`src/rtl/serial_rx_framer.sv`:
```
// Asynchronous serial receiver: synchronizes rx, frames start/data/parity/stop
// bits at bit centres, and hands each byte to a valid/ack consumer.
module serial_rx_framer #(
  parameter int unsigned CLK_TICKS_PER_BIT = 434,
  parameter int unsigned PARITY_MODE       = 1,
  parameter int unsigned STOP_BITS         = 0
) (
  input  logic       clk,
  input  logic       rst,
  input  logic       rx,
  input  logic       rx_ack,
  output logic [7:0] rx_data,
  output logic       rx_valid,
  output logic       rx_parity_err,
  output logic       rx_frame_err,
  output logic       rx_overrun,
  output logic       rx_busy
);

  localparam logic [15:0] HALF_TICK = 16'(CLK_TICKS_PER_BIT / 2);
  localparam logic [15:0] LAST_TICK = 16'(CLK_TICKS_PER_BIT - 1);

  typedef enum logic [2:0] {
    IDLE,
    START,
    DATA,
    PARITY,
    STOP1,
    STOP2
  } state_t;

  state_t      state;
  logic [15:0] tick_cnt;
  logic [2:0]  bit_idx;
  logic [7:0]  shift_reg;
  logic        parity_acc;
  logic        frame_acc;
  logic        rx_meta;
  logic        rx_sync;

  logic        bit_tick;
  logic        parity_bad;
  logic        completing;

  // Synchronizer presets to the idle-high line level so reset never looks like a start bit.
  always_ff @(posedge clk or negedge rst) begin
    if (!rst) begin
      rx_meta <= 1'b1;
      rx_sync <= 1'b1;
    end else begin
      rx_meta <= rx;
      rx_sync <= rx_meta;
    end
  end

  assign bit_tick   = (tick_cnt == LAST_TICK);
  assign parity_bad = (PARITY_MODE == 2) ? ~(^{shift_reg, rx_sync}) : (^{shift_reg, rx_sync});
  assign completing = bit_tick &&
                      (((state == STOP1) && (STOP_BITS == 0)) || (state == STOP2));

  always_ff @(posedge clk or negedge rst) begin
    if (!rst) begin
      state         <= IDLE;
      tick_cnt      <= 16'd0;
      bit_idx       <= 3'd0;
      shift_reg     <= 8'h00;
      parity_acc    <= 1'b0;
      frame_acc     <= 1'b0;
      rx_data       <= 8'h00;
      rx_valid      <= 1'b0;
      rx_parity_err <= 1'b0;
      rx_frame_err  <= 1'b0;
      rx_overrun    <= 1'b0;
      rx_busy       <= 1'b0;
    end else begin
      case (state)
        IDLE: begin
          if (!rx_sync) begin
            state    <= START;
            tick_cnt <= 16'd0;
            rx_busy  <= 1'b1;
          end
        end

        // Confirm the start bit at its centre; a glitch that is gone by then is ignored.
        START: begin
          if (tick_cnt == HALF_TICK) begin
            tick_cnt <= 16'd0;
            if (!rx_sync) begin
              state      <= DATA;
              bit_idx    <= 3'd0;
              parity_acc <= 1'b0;
              frame_acc  <= 1'b0;
            end else begin
              state   <= IDLE;
              rx_busy <= 1'b0;
            end
          end else begin
            tick_cnt <= tick_cnt + 16'd1;
          end
        end

        DATA: begin
          if (bit_tick) begin
            tick_cnt  <= 16'd0;
            shift_reg <= {rx_sync, shift_reg[7:1]};
            bit_idx   <= bit_idx + 3'd1;
            if (bit_idx == 3'd7) begin
              state <= (PARITY_MODE != 0) ? PARITY : STOP1;
            end
          end else begin
            tick_cnt <= tick_cnt + 16'd1;
          end
        end

        PARITY: begin
          if (bit_tick) begin
            tick_cnt   <= 16'd0;
            parity_acc <= parity_bad;
            state      <= STOP1;
          end else begin
            tick_cnt <= tick_cnt + 16'd1;
          end
        end

        STOP1: begin
          if (bit_tick) begin
            tick_cnt <= 16'd0;
            if (STOP_BITS == 1) begin
              frame_acc <= ~rx_sync;
              state     <= STOP2;
            end else begin
              state   <= IDLE;
              rx_busy <= 1'b0;
            end
          end else begin
            tick_cnt <= tick_cnt + 16'd1;
          end
        end

        STOP2: begin
          if (bit_tick) begin
            tick_cnt <= 16'd0;
            state    <= IDLE;
            rx_busy  <= 1'b0;
          end else begin
            tick_cnt <= tick_cnt + 16'd1;
          end
        end

        default: begin
          state    <= IDLE;
          tick_cnt <= 16'd0;
          rx_busy  <= 1'b0;
        end
      endcase

      // An ack arriving with a completed frame frees the holding register for it.
      if (completing) begin
        if (!rx_valid || rx_ack) begin
          rx_data       <= shift_reg;
          rx_parity_err <= parity_acc;
          rx_frame_err  <= frame_acc | ~rx_sync;
          rx_valid      <= 1'b1;
        end else begin
          rx_overrun <= 1'b1;
        end
      end else if (rx_ack && rx_valid) begin
        rx_valid <= 1'b0;
      end
    end
  end

endmodule

```
`config.mk`:
```
export PLATFORM = sky130hd
export DESIGN_NAME = serial_rx_framer
export DESIGN_NICKNAME = d
export VERILOG_FILES = /design/src/rtl/serial_rx_framer.sv
export SDC_FILE = /design/constraint.sdc
export NUM_CORES = 1
export LEC_CHECK = 0
export ABC_AREA = 1
export ABC_CLOCK_PERIOD_IN_PS = 1700
export CAP_MARGIN = 20
export CELL_PAD_IN_SITES_DETAIL_PLACEMENT = 1
export CELL_PAD_IN_SITES_GLOBAL_PLACEMENT = 1
export CORE_MARGIN = 3
export CORE_UTILIZATION = 40
export DETAILED_ROUTE_END_ITERATION = 8
export PLACE_DENSITY_LB_ADDON = 0.1
export SLEW_MARGIN = 30
export SYNTH_ARGS = -nofsm -noshare
export SYNTH_HDL_FRONTEND = slang
export SYNTH_SLANG_ARGS = --single-unit
```
`constraint.sdc`:
```
create_clock -name clk -period 1.7 [get_ports clk]
set_input_delay 0.17 -clock clk [delete_from_list [all_inputs] [get_ports clk]]
set_output_delay 0.17 -clock clk [all_outputs]
set_load 0.02 [all_outputs]
```
==> results of run 1 <==
metal layers:
metal  part of all wire, %  up-vias  global-route usage (%)
li1                      -     1085                       -
met2                    48       21                    29.0
met3                   1.9        3                    3.69
met4                  0.60        0                    4.60
met1                    49     1061                    26.2
met5                     0        -                       0
per-stage QoR:
step                      setup WS, ns  instance area [µm²]  total power (W)  std cells  hold WS (ns)
after floorplan                  0.113                 2490          0.00113        310        -0.126
final                          0.00590                 3260          0.00217        433         0.255
after global routing           -0.0947                 3260          0.00225        433         0.259
after detailed placement        -0.133                 2850          0.00117        414         0.174
after global placement         -0.0219                 2850          0.00117        414         0.175
after CTS                     -0.00248                 3050          0.00219        425         0.251
synth_stat cells:
cell type   n  area share [%]
a21oi_1     5             1.0
a31oi_1     2            0.50
and3_1      1            0.25
and3_2      1            0.30
buf_2       4            0.80
buf_6       2            0.90
clkinv_1    2            0.30
clkinv_2    1            0.20
dfrtp_1    44              44
dfstp_2     2             2.1
ha_1        4             2.0
inv_1      31             4.7
inv_2       2            0.30
nand2_1    76              11
nand2_2     3            0.75
nand2_4     1            0.45
nand3_1    21             4.2
nand3_2     2            0.80
nand3_4     1            0.70
nand3b_1    2            0.60
nand4_1     5             1.3
nor2_1     43             6.5
nor2_2      1            0.25
nor2_4      2            0.90
nor2_8      1            0.80
nor3_1      7             1.4
nor3_2      1            0.40
o211ai_1    1            0.30
o21ai_0     1            0.20
o21ai_1    18             3.6
o21ai_2     8             2.8
o21bai_1    2            0.60
o22ai_1     2            0.50
or2_4       1            0.35
xnor2_1     4             1.4
xor2_1      6             2.1
worst reg2reg max path, delay by kind of cell, from the launching register on:
| family | cells | cell delay, ns |
|---|---|---|
| adders and majority gates | 1 | 0.14 |
| buffers and inverters | 3 | 0.26 |
| DFF | 1 | 0.41 |
| and+or+nand+nor | 9 | 0.82 |
cell type report:
cell class	instances	share of cell area, %
clock buffers	6	2.53
clock inverters	2	1.84
inverters	36	4.26
multi-input cells	223	40.2
flip-flops and latches	46	35.6
well taps	75	2.88
repair buffers	45	12.6
power breakdown:
group / switching [W] / internal [W] / leakage, nW
logic: 0.0000292 / 0.0000156 / 0.823
registers: 0.00000355 / 0.00110 / 0.607
clock network: 0.000395 / 0.000627 / 0.0714
total: 0.000428 / 0.00174 / 1.50
path summary, 6_finish.rpt:
| path | to | slack [ns] | depth (start not counted) |
|---|---|---|---|
| worst min register to register | rx_sync | 0.36 | 0 |
| worst max-delay path | state[1] | 0.006 | 13 |
| min in group asynchronous | tick_cnt[12] | 0.36 | 3 |
| worst min-delay path | rx_meta | 0.26 | 1 |
| worst max register to register | state[1] | 0.006 | 13 |
| max in group asynchronous | rx_sync | 1.07 | 3 |
what timing repair did:
item,in CTS,in global routing
resized for setup,6,42
pin swaps,1,19
buffers inserted,1,8
hold buffers,1,0
endpoints found under the hold margin,44,0
endpoints found under the setup margin,29,40
cloned,1,0
layout by cell type (no fill, tap or decap), drive strengths merged:
cell type / Yosys / layout
xnor2: 4 / 4
clkbuf: 0 / 6
bufinv: 0 / 2
o21ai: 27 / 27
inv: 33 / 34
ha: 4 / 4
nor3: 8 / 8
o21bai: 2 / 2
dfstp: 2 / 2
o22ai: 2 / 2
nor2: 47 / 48
a31oi: 2 / 2
xor2: 6 / 6
nand4: 5 / 5
clkinv: 3 / 2
and3: 2 / 2
dfrtp: 44 / 44
clkdlybuf4s50: 0 / 15
or2: 1 / 1
nand3b: 2 / 2
a21oi: 5 / 5
dlygate4sd3: 0 / 1
nand2: 80 / 80
o211ai: 1 / 1
nand3: 24 / 24
buf: 6 / 29
cell families (layout without fill, tap and decap cells):
logic type | count (synthesis) | after routing | synth area share, %
AND/OR/NAND/NOR | 169 | 170 | 31.4
flip-flops | 46 | 46 | 46.3
buffers and inverters | 42 | 89 | 7.19
AO/OA/AOI/OAI | 39 | 39 | 9.55
XOR/XNOR | 10 | 10 | 3.52
adder cells (fa/ha/maj) | 4 | 4 | 2.01
==> impl_metrics.ini, run 1 <==
[layout]
largest_reg_flops = 16
final_nets = 365
drive_above_1_share_pct = 27.1
final_core_util_pct = 54.4
area_delta_synth_final_pct = 30.9
antenna_cells = 0
seq_area_mm2 = 0.00116
multiInputGateArea_mm2 = 0.00131
nFillCells = 726

[critical_path]
cpPeakStageDelay_ns = 0.41
path_class = reg2reg
crit_family = simple AND/OR/NAND/NOR gates
cp-end-kind = register
cp_cell_sequence = inv_2 -> ha_4 -> inv_4 -> nor2_4 -> nand2_1 -> nor2_1 -> nand2_2 -> buf_6 -> nand2_4 -> nand2_4 -> nor2_4 -> nand3_2 -> nand2_1
cp_num_buf_inv = 3
crit_fanout = 5
crit_path_start_kind = register
critPathRequiredTime_ns = 1.95
timing.rr.start = tick_cnt[1]
worstSetupStartpoint = tick_cnt[1]
worstPathArrival_ns = 1.94
slowest_stage = dfrtp_1

[hold_path]
min_from = rx
hold_path.class = in2reg

[sta]
slew_headroom_pct = 82.1
clock_skew_ns = 0.00834
fin_crit_ns = 1.69
hold_violations = 0
period_share_pct = 99.7
setup_viol = 0
fmax_mhz = 590
fin_tns_setup_ns = 0
slew_violations = 0
rsz0062_at_grt = yes
worstMarginPinSlew_ns = 0.268

[detailed_routing]
drc = 0
vias_per_cell = 5.01
wl_um = 6340
num_vias = 2170
drt_iter0_markers = 66
drtAntennaViolNets = 0
first_pass_iters = 4
wl_per_cell_um = 14.6

[die]
initial_utilization_pct = 41.6
fp.coreArea_mm2 = 0.00599
ioPinCount = 17
fp.dieH_um = 84.9
die_w_um = 84.9
dieArea_mm2 = 0.00721
rows = 28

[place]
dp_hpwl_um = 4330
gp_congestion = 0.833
portBuffers = 16

[yosys]
netlist_instances = 310
yosysSeqAreaShare_pct = 46.3
synth_cell_type_count = 36
yosys_warnings = 0
avgSynthCellArea_um2 = 8.03
synth_area_mm2 = 0.00249
synth-seq-cells = 46
syn-num-nets = 318

[cts]
clkSlewWorstSetupHoldPaths_ns = 0.09
cts_tree = done
clock-sinks = 46
cts_buffers = 5
htreeDepth = 2
clock_latency_ns = 0.31
clock_path_buffers = 2
cts-root-buf = clkbuf_8

[grt]
antenna_found_initial = 0
grt_pass1_vias = 2297
grt_overflow = 0
grt_max_degree = 47
grt_pass1_wl_um = 10600
grt_usage_pct = 18.4

[power_and_ir_drop]
ir_worst_vdd_uv = 389
p_per_area_mw_per_mm2 = 665
leakage_nw = 1.50

[run_status]
outcome = complete, no violations

[flow_run]
max-cap-violations = 0
Note: power is estimated with default switching activity, not from simulation.
==> inputs of run 2 (changes only) <==
--- a/config.mk
+++ b/config.mk
@@ -14,7 +14,7 @@
 export CORE_UTILIZATION = 40
 export DETAILED_ROUTE_END_ITERATION = 8
 export PLACE_DENSITY_LB_ADDON = 0.1
-export SLEW_MARGIN = 30
+export SLEW_MARGIN = 25
 export SYNTH_ARGS = -nofsm -noshare
 export SYNTH_HDL_FRONTEND = slang
 export SYNTH_SLANG_ARGS = --single-unit
==> results of run 2 <==
The final DEF is identical to that of run 1; final timing and power are the same.
